File: config.mk
export PLATFORM = sky130hd
export DESIGN_NAME = hamming_secded_dec
export DESIGN_NICKNAME = d
export VERILOG_FILES = /design/src/rtl/hamming_secded_dec.sv
export SDC_FILE = /design/constraint.sdc
export NUM_CORES = 1
export LEC_CHECK = 0
export CORE_ASPECT_RATIO = 1.2
export CORE_UTILIZATION = 55
export CTS_BUF_LIST = sky130_fd_sc_hd__clkbuf_8
export DETAILED_ROUTE_END_ITERATION = 6
export GPL_ROUTABILITY_DRIVEN = 1
export GPL_TIMING_DRIVEN = 0
export PLACE_DENSITY = 0.95
export RECOVER_POWER = 50
export SLEW_MARGIN = 20
export SYNTH_ARGS = -nofsm -noshare
export SYNTH_HDL_FRONTEND = slang
export SYNTH_SLANG_ARGS = --single-unit
File: constraint.sdc
create_clock -name clk -period 4.1 [get_ports clk]
set_input_delay 0.615 -clock clk [delete_from_list [all_inputs] [get_ports clk]]
set_output_delay 0.615 -clock clk [all_outputs]
set_load 0.005 [all_outputs]
File: src/rtl/hamming_secded_dec.sv
// Two-stage pipelined Hamming SECDED decoder with valid/ready handshake,
// optional detect-only mode and saturating error-event counters.
module hamming_secded_dec #(
  parameter int DATA_W = 4,
  parameter int P_W    = 3,
  parameter int CNT_W  = 8
) (
  input  logic                  clk,
  input  logic                  rst_n,
  input  logic [DATA_W+P_W:0]   in_cw,
  input  logic                  in_valid,
  output logic                  in_ready,
  input  logic                  correct_en,
  output logic [DATA_W-1:0]     out_data,
  output logic                  out_sec,
  output logic                  out_ded,
  output logic [P_W-1:0]        out_pos,
  output logic                  out_valid,
  input  logic                  out_ready,
  input  logic                  clr_cnt,
  output logic [CNT_W-1:0]      sec_cnt,
  output logic [CNT_W-1:0]      ded_cnt
);

  localparam int N = DATA_W + P_W + 1;
  localparam int M = DATA_W + P_W;
  localparam logic [CNT_W-1:0] CNT_MAX = {CNT_W{1'b1}};
  localparam logic [CNT_W-1:0] CNT_ONE = CNT_W'(1);

  function automatic logic [P_W-1:0] calc_syn(input logic [N-1:0] cw);
    logic [P_W-1:0] s;
    s = '0;
    for (int k = 0; k < P_W; k++) begin
      for (int p = 1; p <= M; p++) begin
        if (p[k]) s[k] = s[k] ^ cw[p];
      end
    end
    return s;
  endfunction

  function automatic logic calc_op(input logic [N-1:0] cw);
    return ^cw;
  endfunction

  // Data bits fill non-power-of-two positions ascending, MSB first.
  function automatic logic [DATA_W-1:0] extract(input logic [N-1:0] cw);
    logic [DATA_W-1:0] d;
    int idx;
    d   = '0;
    idx = DATA_W - 1;
    for (int p = 1; p <= M; p++) begin
      if ((p & (p - 1)) != 0) begin
        d[idx] = cw[p];
        idx    = idx - 1;
      end
    end
    return d;
  endfunction

  function automatic logic [N-1:0] pos_mask(input logic [P_W-1:0] syn);
    logic [N-1:0] m;
    m = '0;
    for (int p = 0; p < N; p++) begin
      if (int'(syn) == p) m[p] = 1'b1;
    end
    return m;
  endfunction

  logic               s1_valid_r;
  logic [N-1:0]       s1_cw_r;
  logic               s1_cen_r;
  logic [P_W-1:0]     s1_syn_r;
  logic               s1_op_r;
  logic               s2_ready_s;
  logic               dec_sec_s;
  logic               dec_ded_s;
  logic [N-1:0]       fix_cw_s;
  logic [DATA_W-1:0]  dec_data_s;
  logic               out_hs_s;

  assign s2_ready_s = !out_valid || out_ready;
  assign in_ready   = !s1_valid_r || s2_ready_s;
  assign out_hs_s   = out_valid && out_ready;

  // Stage 1: capture word and its mode, compute syndrome and overall parity.
  always_ff @(posedge clk or negedge rst_n) begin
    if (!rst_n) begin
      s1_valid_r <= 1'b0;
      s1_cw_r    <= '0;
      s1_cen_r   <= 1'b0;
      s1_syn_r   <= '0;
      s1_op_r    <= 1'b0;
    end else if (in_ready) begin
      s1_valid_r <= in_valid;
      if (in_valid) begin
        s1_cw_r  <= in_cw;
        s1_cen_r <= correct_en;
        s1_syn_r <= calc_syn(in_cw);
        s1_op_r  <= calc_op(in_cw);
      end
    end
  end

  // Classify the stage-1 word and build the (optionally) corrected codeword.
  always_comb begin
    dec_sec_s = 1'b0;
    dec_ded_s = 1'b0;
    fix_cw_s  = s1_cw_r;
    case ({s1_op_r, (s1_syn_r != '0)})
      2'b00: dec_sec_s = 1'b0;
      2'b10: dec_sec_s = 1'b1;
      2'b11: begin
        if (int'(s1_syn_r) <= M) begin
          dec_sec_s = 1'b1;
          if (s1_cen_r) fix_cw_s = s1_cw_r ^ pos_mask(s1_syn_r);
          else          fix_cw_s = s1_cw_r;
        end else begin
          dec_ded_s = 1'b1;
        end
      end
      2'b01:   dec_ded_s = 1'b1;
      default: dec_ded_s = 1'b0;
    endcase
    dec_data_s = extract(fix_cw_s);
  end

  // Stage 2: output registers, held while the consumer stalls.
  always_ff @(posedge clk or negedge rst_n) begin
    if (!rst_n) begin
      out_valid <= 1'b0;
      out_data  <= '0;
      out_sec   <= 1'b0;
      out_ded   <= 1'b0;
      out_pos   <= '0;
    end else if (s2_ready_s) begin
      out_valid <= s1_valid_r;
      if (s1_valid_r) begin
        out_data <= dec_data_s;
        out_sec  <= dec_sec_s;
        out_ded  <= dec_ded_s;
        out_pos  <= s1_syn_r;
      end
    end
  end

  // Saturating event counters; clear takes priority over counting.
  always_ff @(posedge clk or negedge rst_n) begin
    if (!rst_n) begin
      sec_cnt <= '0;
      ded_cnt <= '0;
    end else if (clr_cnt) begin
      sec_cnt <= '0;
      ded_cnt <= '0;
    end else begin
      if (out_hs_s && out_sec && (sec_cnt != CNT_MAX)) sec_cnt <= sec_cnt + CNT_ONE;
      if (out_hs_s && out_ded && (ded_cnt != CNT_MAX)) ded_cnt <= ded_cnt + CNT_ONE;
    end
  end

endmodule

After elaboration in Yosys (flattened, before gate mapping):

Index checks and enable logic that the tools add are counted.
W data, S select, Z words.

* output and inout port bits: 27
* bits of input ports: 14
* register bits after elaboration: 40

* add/subtract/negate cells: 2
* eq/ne operators: 12
* muxes and demuxes: 50
* bitwise logic cells: 10
* reduce and logical (&&, ||, !) cells: 17

Operators by type and width (number)
* $mux W8: 6
* $mux W1: 44
* $add A8 B1 Y8 const B: 2
* $ne A8 B8 Y1 const B: 2
* $eq A3 B3 Y1 const B: 4
* $xor A1 B1 Y1: 9
* $reduce_xor A8 Y1: 1
* $xor A8 B8 Y8: 1
* $eq A3 B2 Y1 const B: 2
* $logic_and A1 B1 Y1: 5
* $eq A2 B2 Y1 const B: 2
* $reduce_and A2 Y1: 2
* $reduce_bool A2 Y1: 2
* $eq A3 B1 Y1 const B: 1
* $logic_not A3 Y1: 1
* $reduce_bool A3 Y1: 1
* $eq A2 B1 Y1 const B: 1
* $logic_not A1 Y1: 2
* $logic_or A1 B1 Y1: 2
* $reduce_or A2 Y1: 1

Logic depth before layout (Yosys ltp):

* depth in word-level cells: 11
* depth in mapped cells: 5
* mapped depth without buffers: 5

Least setup slack after synthesis:

OpenSTA, ideal clock, no wires.

* path kind: reg-to-reg
* from: register ded_cnt[0]
* to: register ded_cnt[5]
* cell stages (with the launch flop): 6
* arrival: 1627 ps
* required time: 4022 ps
* path buffers: 0
* library setup time: 78 ps
* setup slack: 2395 ps
* clock period less this slack: 1705 ps
* cell sequence: dfrtp_1 -> ha_1 -> and3_4 -> a21o_1 -> or4_1 -> a21oi_1

* word-level cells in the longest chain between the ends: 3

Ends and longest elaborated chain
* from (decl): line 22 `output logic [CNT_W-1:0] ded_cnt`
* from (signal assigned): line 156 `if (out_hs_s && out_ded && (ded_cnt != CNT_MAX)) ded_cnt <= ded_cnt + CNT_ONE;`
* $add A8 B1 Y8 or $ne A8 B8 Y1 (tied branches): line 156
* $mux W8 or $logic_and A1 B1 Y1 (tied branches): line 156
* $mux W8 or $reduce_bool A2 Y1 (tied branches)

Parallel ways exist; a longest one is shown, timed or not. The select of a mux whose other input is x is not followed.
A chain may end at the register's enable or synchronous reset.

Final worst setup path:

* from: input port out_ready
* to: output port in_ready

* word-level cells in the longest chain between the ends: 2

Ends and longest elaborated chain
* from (decl): line 19 `input logic out_ready,`
* $logic_or A1 B1 Y1: line 81 `assign s2_ready_s = !out_valid || out_ready;`
* $logic_or A1 B1 Y1: line 82 `assign in_ready = !s1_valid_r || s2_ready_s;`
* to (decl): line 12 `output logic in_ready,`

Every way passes these cells.

==> flow_summary_export.csv <==
group,metric,value,unit
run_status,run_status,"completed",
global_routing,global_route.usage.met3,7.62,%
detailed_routing,initialDrtViolationCount,56,
global_routing,all_layer_gr_usage,24.6,%
synth,synth_top_family_by_area,"simple AND/OR/NAND/NOR gates",
global_routing,globalRoute.totalOverflow,0,
pwr,pwr_density_cell,408,nW/um^2
clocking,clock_path_buffers,2,
synth,synth_flop_cell,"sky130_fd_sc_hd__dfrtp_1",
timing,worst_slew_pin_slew,1260,ps
pwr,combPwrFrac,22.2,%
pwr,clock_power_share,28.8,%
pwr,switching_fraction_of_total_power,27.0,%
detailed_routing,post_drt_wl_per_cell,14.7,microns
timing,finalSetupViolCount,0,
pwr,vdd.ir_drop.worst,0.000297,V
timing,report.final.slew_viol_count,0,
synth,synthesis.yosys.warnings,0,
clocking,cts.root.buffer_cell,"sky130_fd_sc_hd__clkbuf_8",
cells_and_area,areaGrowthSynthToFinish,29.4,%
run,maxCapViolCount,0,
place,gp_routability_congestion,0.795,
synth,area_fraction_in_compound_gates_after_synthesis,10.2,%
synth,synth_cell_type_count,38,
worst_setup_path,critPathMaxFanout,5,
synth,synth.area.mux_share,7.45,%
timing,fin_crit,2610,ps
synth,leading_cell_types_by_count_after_synthesis,"36 x sky130_fd_sc_hd__dfrtp_1, 17 x sky130_fd_sc_hd__nand2_1, 16 x sky130_fd_sc_hd__xnor2_1",
synth,synth_most_common_cell,"sky130_fd_sc_hd__dfrtp_1",
global_routing,antenna_violations_before_repair,0,
synth,synth-edff-count,0,
cells_and_area,final_cells,249,
clocking,post_cts.repair.setup_buffers,0,
global_routing,grt_util_met2,42.1,%
synth,netlist_area,1780,sq um
worst_setup_path,startpoint,"out_ready",
timing,finalHoldViolations,0,
clocking,cts_made_buffers,5,
cells_and_area,layout-drive-gt1-share,10.3,%
synth,synthDominantAreaCellType,"sky130_fd_sc_hd__dfrtp_1",
synth,synth_fa_ha_area_share,1.41,%
timing,final.setup_skew,5.16,ps
worst_setup_path,timing.critical_path.to_type,"output port",
cells_and_area,finalNetCount,229,
cells_and_area,layout.core_utilization,74.8,%
timing,maxSlewHeadroom,16.1,%
clocking,cts.sink_count,36,
pwr,switching_power,254,uW
global_routing,grt_start_max_net_pins,25,
timing,totalNegativeSetupSlack,0,ps
place,numPortBuffers,39,
timing,max_freq,383,MHz
min_path,worst_hold_path_type,"in -> async",
worst_setup_path,critPathRequiredTime,3480,ps
synth,synth_xor_area_share,11.3,%
synth,avgSynthCellArea,10.7,sq um
timing,rsz_0062_raised_after_global_routing,"false",
timing,portion_of_the_clock_cycle_consumed_by_the_worst_path_in_the_final_layout,63.7,%
detailed_routing,drt_first_pass_iters,4,
global_routing,met1_track_usage_gr,26.7,%
global_routing,grt_most_used_layer,"met2",
floorplan,die_span_x,53.9,microns
detailed_routing,final_antenna_net_count,0,
clocking,htree_levels,2,
floorplan,num_io_pins,41,
clocking,cts-hold-fix-buffers,0,
worst_setup_path,crit-reg2reg-launch,"ded_cnt[0]",
global_routing,number_of_global_route_vias_before_repair,1420,
floorplan,initial_core_util,57.8,%
detailed_routing,route.detailed.vias_per_inst,5.71,
detailed_routing,wl,3660,microns
pwr,leak_pwr,0.921,nW
global_routing,grt_first_pass_wirelength,6090,microns
floorplan,rows,22,
pwr,p_int,686,uW
cells_and_area,antennaDiodeCount,0,
synth,post_synth_inst_count,166,
synth,ranking_of_synthesized_cells_by_area,"sky130_fd_sc_hd__dfrtp_1 51%, sky130_fd_sc_hd__xnor2_1 7.9%, sky130_fd_sc_hd__mux2_2 6.3%, sky130_fd_sc_hd__nand2_1 3.6%, sky130_fd_sc_hd__xor2_1 3.4%",
detailed_routing,drt_drc_violations_left,0,
synth,post_synthesis_net_count,182,
pwr,share_seq_of_total_power,49.0,%
synth,synth_async_reset_ratio,100,%
place,post-place-cells,242,
synth,post-synth-top-area-fraction,50.6,%
worst_setup_path,data_arrival_at_the_endpoint_of_the_critical_path,2000,ps
worst_setup_path,timing.critical_path.from_type,"primary input",
clocking,clock_tree_from_tritoncts,"built",
cells_and_area,number_of_fillers_in_the_final_layout,216,
worst_setup_path,timing_worst_setup_path_type,"in -> out",
place,detailed_place_hpwl,2600,microns
synth,synth-simple-area-share,17.5,%
floorplan,die-height,64.3,microns
clocking,clk_latency,290,ps
floorplan,die_area,3470,sq um
synth,synth_sequential_area_ratio,50.6,%
detailed_routing,dr_total_vias,1422,
synth,synth.ff_latch_count,36,
clocking,cts_repair_resize_count,0,
floorplan,placeableCoreArea,3080,sq um
clocking,register_clock_pin_slew_on_the_reported_worst_setup_and_hold_paths,70,ps
==> stage by stage <==
step / hold WS, ps / area, sq um / setup slack (ps) / power (mW)
floorplan: 319 / 1780 / 2400 / 0.564
global placement: 465 / 2220 / 1580 / 0.675
detailed placement: 475 / 2240 / 1560 / 0.688
CTS: 223 / 2330 / 1550 / 0.960
global route: 386 / 2300 / 1460 / 0.990
finish: 335 / 2300 / 1490 / 0.940
==> per-layer routing <==
| metal | vias up | part of all wire (%) |
|---|---|---|
| met5 | - | 0 |
| li1 | 676 | - |
| met2 | 58 | 54 |
| met1 | 681 | 39 |
| met3 | 7 | 4.7 |
| met4 | 0 | 1.9 |
==> area by class of cell <==
type | instances | area (sq um) | share of cell area (%)
plain buffers | 4 | 16.3 | 0.706
repair buffers | 40 | 388 | 16.8
flip-flops and latches | 36 | 901 | 39.1
multi-input cells | 123 | 847 | 36.8
well taps | 36 | 45.0 | 1.95
clock buffers | 7 | 96.3 | 4.18
inverters | 3 | 11.3 | 0.489
==> worst max-delay path: stages <==
cell,delay [ps]
sky130_fd_sc_hd__dlygate4sd3_1,640
sky130_fd_sc_hd__nand3b_1,210
sky130_fd_sc_hd__clkdlybuf4s50_1,530
==> layout by cell type (no fill, tap or decap), types with 2 or more instances in the layout <==
cell,count
sky130_fd_sc_hd__nand4_1,2
sky130_fd_sc_hd__o21ai_0,9
sky130_fd_sc_hd__clkbuf_1,4
sky130_fd_sc_hd__xor2_1,7
sky130_fd_sc_hd__nor3b_1,2
sky130_fd_sc_hd__ha_1,2
sky130_fd_sc_hd__clkbuf_8,7
sky130_fd_sc_hd__a211oi_1,4
sky130_fd_sc_hd__inv_1,3
sky130_fd_sc_hd__dfrtp_1,36
sky130_fd_sc_hd__xnor2_1,16
sky130_fd_sc_hd__nand3_1,7
sky130_fd_sc_hd__a21oi_1,4
sky130_fd_sc_hd__o31ai_1,3
sky130_fd_sc_hd__mux2i_1,2
sky130_fd_sc_hd__nor3_1,4
sky130_fd_sc_hd__clkdlybuf4s50_1,32
sky130_fd_sc_hd__dlygate4sd3_1,6
sky130_fd_sc_hd__a2111oi_2,2
sky130_fd_sc_hd__nand2_1,17
sky130_fd_sc_hd__or4_1,2
sky130_fd_sc_hd__nor2_1,14
sky130_fd_sc_hd__mux2_2,10
sky130_fd_sc_hd__nand2b_1,2
==> power groups by stage <==
stage,registers (mW),clock network [mW],logic [mW]
final,0.460,0.270,0.209
after global routing,0.467,0.292,0.231
after global placement,0.464,0,0.211
after detailed placement,0.468,0,0.220
after floorplan,0.460,0,0.104
after CTS,0.462,0.277,0.222
==> cell families (layout without fill, tap and decap cells) <==
| family | count (synthesis) | in the layout |
|---|---|---|
| buffers and inverters | 7 | 54 |
| xor gates and xnor gates | 23 | 23 |
| and+or+nand+nor | 60 | 60 |
| adders and majority gates | 2 | 2 |
| DFF | 36 | 36 |
| muxes | 12 | 12 |
| AOI/OAI and AO/OA | 26 | 26 |
==> path summary, 6_finish.rpt <==
path	end	cells after the start	slack [ps]
max	in_ready	3	1490
max in group asynchronous	out_data[3]	2	2180
max reg2reg	ded_cnt[5]	5	2300
min	ded_cnt[6]	1	340
min reg2reg	out_data[0]	2	480
min in group clk	out_data[0]	2	480
==> registers in the layout, indices dropped and copies added (netlist names) <==
signal      flops
s1_op_r         1
out_pos         3
out_sec         1
s1_cen_r        1
s1_cw_r         4
ded_cnt         8
out_ded         1
out_valid       1
s1_syn_r        3
out_data        4
sec_cnt         8
s1_valid_r      1
No activity file was read; power rests on OpenSTA's default activity.
==> variant 1 (config.mk and constraints unchanged) <==
Change the parameter `CNT_W` from 8 to 6.
--- a/src/rtl/hamming_secded_dec.sv
+++ b/src/rtl/hamming_secded_dec.sv
@@ -5,3 +5,3 @@
   parameter int P_W    = 3,
-  parameter int CNT_W  = 8
+  parameter int CNT_W  = 6
 ) (
Interface: changed (resized ded_cnt and sec_cnt); port bits go from 41 to 37. No check against the original RTL was run, so the function may have changed too.
==> variant 1 against the unedited design <==
The run now ends with max-capacitance violations, max-slew violations left; die area down 12%; critical path depth unchanged; power down 9.1%; area after synthesis down 12%; clock power down 21%; combinational power up 4%; worst setup slack better by 0.085 ns; sequential share of layout area up 0.64 points; synthesized cell count down 14%; first-iteration DRC count down 45%; routed wire length down 18%; final area down 13%; sequential cell count down 4; highest routed layer unchanged.
==> variant 1: results (changes against the unedited design) <==
outcome: "complete, but fails checks"
violations: "max-capacitance violations, max-slew violations"
synthTopCellsByCount: "dfrtp_1 (32), nand2_1 (15), xnor2_1 (12)"
nets: 201  # -12%
met2_length_mm: 1.59  # -20%
dpl-instance-area_um2: 1960  # -12%
rr_endpoint: "sec_cnt[3]"
yosys-top-cells-area: "dfrtp_1 (51%), mux2_2 (7.2%), xnor2_1 (6.7%), nand2_1 (3.6%), xor2_1 (3.4%)"
track_usage_pct: 22.7  # -2.0 points
place_congestion: 0.796  # +0.15%
ir_worst_vdd_v: 0.000299  # +0.41%
clock.fmax_mhz: 396  # +3.4%
dp.cells: 211  # -13%
grtUsageMet2_pct: 40.2  # -1.9 points
crit_arrival_ns: 1.91  # -0.09 ns
drtIter0Drc: 31  # -45%
dp_hpwl_mm: 2.19  # -16%
port_buffers: 36  # -7.7%
synth_compound_area_share_pct: 8.15  # -2.0 points
first_global_vias: 1147  # -19%
avgSynthCellArea_um2: 11.0  # +2.9%
ys_seq_area_share_pct: 51.1  # +0.52 points
hold_ws_ns: 0.482  # +0.147 ns
power_leakage_nw: 0.839  # -9.0%
maxCapViolations: 1  # +1
grt_max_degree: 33  # +32%
dp_slack_ns: 1.63  # +0.0658 ns
grt_use_met3_pct: 7.77  # +0.15 points
r2r_start: "sec_cnt[0]"
syn_nets: 158  # -13%
wl_met1_mm: 1.26  # -13%
synth.distinct_cells: 33  # -13%
slew_violations: 33  # +33
drive_above_1_share_pct: 10.9  # +0.60 points
critPathMaxStageDelay_ns: 0.58  # -0.06 ns
p_int_mw: 0.616  # -10%
grt_antenna_before_repair: 0  # unchanged
hold_class: "reg -> reg"
muxShareOfSynthArea_pct: 9.11  # +1.7 points
synthXorXnorAreaFrac_pct: 12.1  # +0.83 points
clock_skew_ns: 0.00341  # -0.00175 ns
dr_wl_met3_um: 152  # -12%
drt-vias-per-instance: 5.59  # -2.2%
worstMarginPinSlew_ns: 1.68  # +0.422 ns
synth_top_area_share_pct: 51.1  # +0.52 points
wl_per_cell_um: 14.0  # -5.0%
-- variant 1: cell count changes in the layout (fill, tap and decap cells not counted), moves of 4 or more --
| cell | unedited run | this run |
|---|---|---|
| xnor2_1 | 16 | 12 |
| nor2_1 | 14 | 10 |
| dfrtp_1 | 36 | 32 |
| a211oi_1 | 4 | 0 |
| dlygate4sd3_1 | 6 | 1 |
-- variant 1: power by group through the flow --
stage | combinational (mW) | clock (mW) | sequential, mW
2_1_floorplan | 0.111 | 0 | 0.419
3_3_place_gp | 0.219 | 0 | 0.422
3_5_place_dp | 0.225 | 0 | 0.427
4_1_cts | 0.226 | 0.219 | 0.422
5_1_grt | 0.240 | 0.229 | 0.430
6_report | 0.218 | 0.214 | 0.423
-- variant 1: final cells by class --
type,count,area [µm²],area share (%)
clock buffers,5,68.8,3.41
repair buffers,36,354,17.6
inverters,2,7.51,0.372
multi-input cells,104,726,36.0
plain buffers,4,17.5,0.869
well taps,33,41.3,2.05
flip-flops and latches,32,801,39.7
==> variant 2 (config.mk and constraints unchanged) <==
Made on the original files. Put one more register stage on the output `ded_cnt`, cleared by the reset. The value now appears one clock later. The other outputs are not delayed to match.
--- a/src/rtl/hamming_secded_dec.sv
+++ b/src/rtl/hamming_secded_dec.sv
@@ -28,2 +28,4 @@
   localparam logic [CNT_W-1:0] CNT_ONE = CNT_W'(1);
+
+  logic [CNT_W-1:0] ded_cnt_s0;
 
@@ -149,9 +151,17 @@
       sec_cnt <= '0;
-      ded_cnt <= '0;
+      ded_cnt_s0 <= '0;
     end else if (clr_cnt) begin
       sec_cnt <= '0;
+      ded_cnt_s0 <= '0;
+    end else begin
+      if (out_hs_s && out_sec && (sec_cnt != CNT_MAX)) sec_cnt <= sec_cnt + CNT_ONE;
+      if (out_hs_s && out_ded && (ded_cnt_s0 != CNT_MAX)) ded_cnt_s0 <= ded_cnt_s0 + CNT_ONE;
+    end
+  end
+
+  always_ff @(posedge clk or negedge rst_n) begin
+    if (!rst_n) begin
       ded_cnt <= '0;
     end else begin
-      if (out_hs_s && out_sec && (sec_cnt != CNT_MAX)) sec_cnt <= sec_cnt + CNT_ONE;
-      if (out_hs_s && out_ded && (ded_cnt != CNT_MAX)) ded_cnt <= ded_cnt + CNT_ONE;
+      ded_cnt <= ded_cnt_s0;
     end
Behaviour: not the same (Yosys sat finds a counterexample within 4 cycles, from zero or initial values and one cycle with rst_n low).
==> variant 2 against the unedited design <==
The flow now finishes with violations (max-capacitance violations); final area is 8.0% higher; area after synthesis is 11% higher; power grew 11%; routed wire length grew 1.2%; fmax is 2.5% higher; worst setup slack improved by 0.063 ns; sequential cell count up 8; die area is 10% higher; sequential power up 18%.
==> variant 2: results (changes against the unedited design) <==
port_buffers: 39  # unchanged
ys_seq_area_share_pct: 55.9  # +5.3 points
crit_slowest_cell: "dlygate4sd3_1"
ctsLongestPathBuffers: 2  # unchanged
crit_family: "buffers and inverters"
outcome: "complete, but fails checks"
grt_pass1_wl_mm: 6.15  # +0.90%
synth_cells: 170  # +2.4%
grt_antenna_before_repair: 0  # unchanged
drt-vias-per-instance: 5.75  # +0.74%
grt.overflow.total: 0  # unchanged
drive_above_1_share_pct: 12.8  # +2.5 points
clock_skew_ns: 0.00653  # +0.00137 ns
slew_headroom_pct: 0.0859  # -16 points
grt_max_degree: 30  # +20%
ctsResizeCount: 0  # unchanged
crit_arrival_ns: 1.93  # -0.07 ns
largestRegisters: "ded_cnt: 8 flops, ded_cnt_s0: 8 flops, sec_cnt: 8 flops"
clockRootBuffer: "clkbuf_8"
wirelength_mm: 3.70  # +1.2%
syn_nets: 186  # +2.2%
synthTopCellsByCount: "dfrtp_1 (44), nand2_1 (17), xnor2_1 (16), mux2_2 (10), nor2_1 (10)"
dp_hpwl_mm: 2.86  # +9.9%
hold_ws_ns: 0.371  # +0.0358 ns
async_flop_share_pct: 100  # unchanged
post-cts-setup-buffers: 0  # unchanged
clk_latency_ns: 0.30
yosys-top-cells-area: "dfrtp_1 (56%), xnor2_1 (7.1%), mux2_2 (5.7%), nand2_1 (3.2%), xor2_1 (3.1%)"
nets: 233  # +1.7%
track_usage_pct: 21.7  # -3.0 points
hold_class: "in -> async"
wl_per_cell_um: 14.5  # -1.2%
cts_buffers: 5  # unchanged
violations: "max-capacitance violations"
synth.distinct_cells: 31  # -18%
place_congestion: 0.805  # +1.4%
first_global_vias: 1451  # +2.2%
drt_first_pass_iters: 4  # unchanged
ff2ff_setup_slack_ns: 2.27  # -0.03 ns
crit_fanout: 4  # -1
dp.cells: 247  # +2.1%
antenna_cells: 0  # unchanged
drtIter0Drc: 44  # -21%
clk_pin_slew_worst_paths_ns: 0.08
maxCapViolations: 1  # +1
cts_max_level: 2  # unchanged
ir_worst_vdd_v: 0.000308  # +3.6%
yosys_warnings: 0  # unchanged
power_leakage_nw: 1.03  # +11%
critPathMaxStageDelay_ns: 0.61  # -0.03 ns
-- variant 2: per-stage QoR --
step	area [µm²]	setup slack, ns
final	2490	1.55
after global routing	2490	1.43
after CTS	2510	1.61
after detailed placement	2420	1.62
after global placement	2410	1.37
after floorplan	1970	2.40
-- variant 2: cells by family (layout without fill, tap and decap cells) --
kind of cell               count (synthesis)  count (layout)  share of synthesized area [%]
xor gates and xnor gates                  23              23                           10.2
adders and majority gates                  2               2                           1.27
AOI/OAI and AO/OA                         26              26                           8.89
buffers and inverters                      8              56                           1.59
muxes                                     12              12                           6.73
and+or+nand+nor                           55              55                           15.4
DFF                                       44              44                           55.9
-- variant 2: final timing paths --
path | start | end | depth (start not counted)
max in group asynchronous | rst_n | sec_cnt[5] | 2
setup reg to reg | sec_cnt[0] | sec_cnt[5] | 5
min in group clk | ded_cnt_s0[1] | ded_cnt[1] | 0
hold reg to reg | ded_cnt_s0[1] | ded_cnt[1] | 0
setup / recovery | out_ready | in_ready | 3
hold / removal | rst_n | ded_cnt[2] | 1
-- variant 2: cell type report --
type / instances / area (µm²)
clock buffers: 6 / 82.6
clock inverters: 2 / 11.3
flip-flops and latches: 44 / 1100
plain buffers: 4 / 16.3
fillers: 230 / 877
inverters: 4 / 15.0
multi-input cells: 118 / 830
repair buffers: 40 / 388
well taps: 37 / 46.3
-- variant 2: where the power goes --
group | switching (mW) | leakage (nW) | internal, mW
clock | 0.145 | 0.0486 | 0.134
sequential | 0.0494 | 0.572 | 0.491
combinational | 0.0895 | 0.405 | 0.134
-- variant 2: metal layers --
layer / share of wire [%] / track usage (%) / wire (µm)
met4: 1.8 / 12.8 / 67
met2: 56 / 39.4 / 2060
met1: 38 / 22.2 / 1390
met3: 4.9 / 6.13 / 181
met5: 0 / 0 / 0
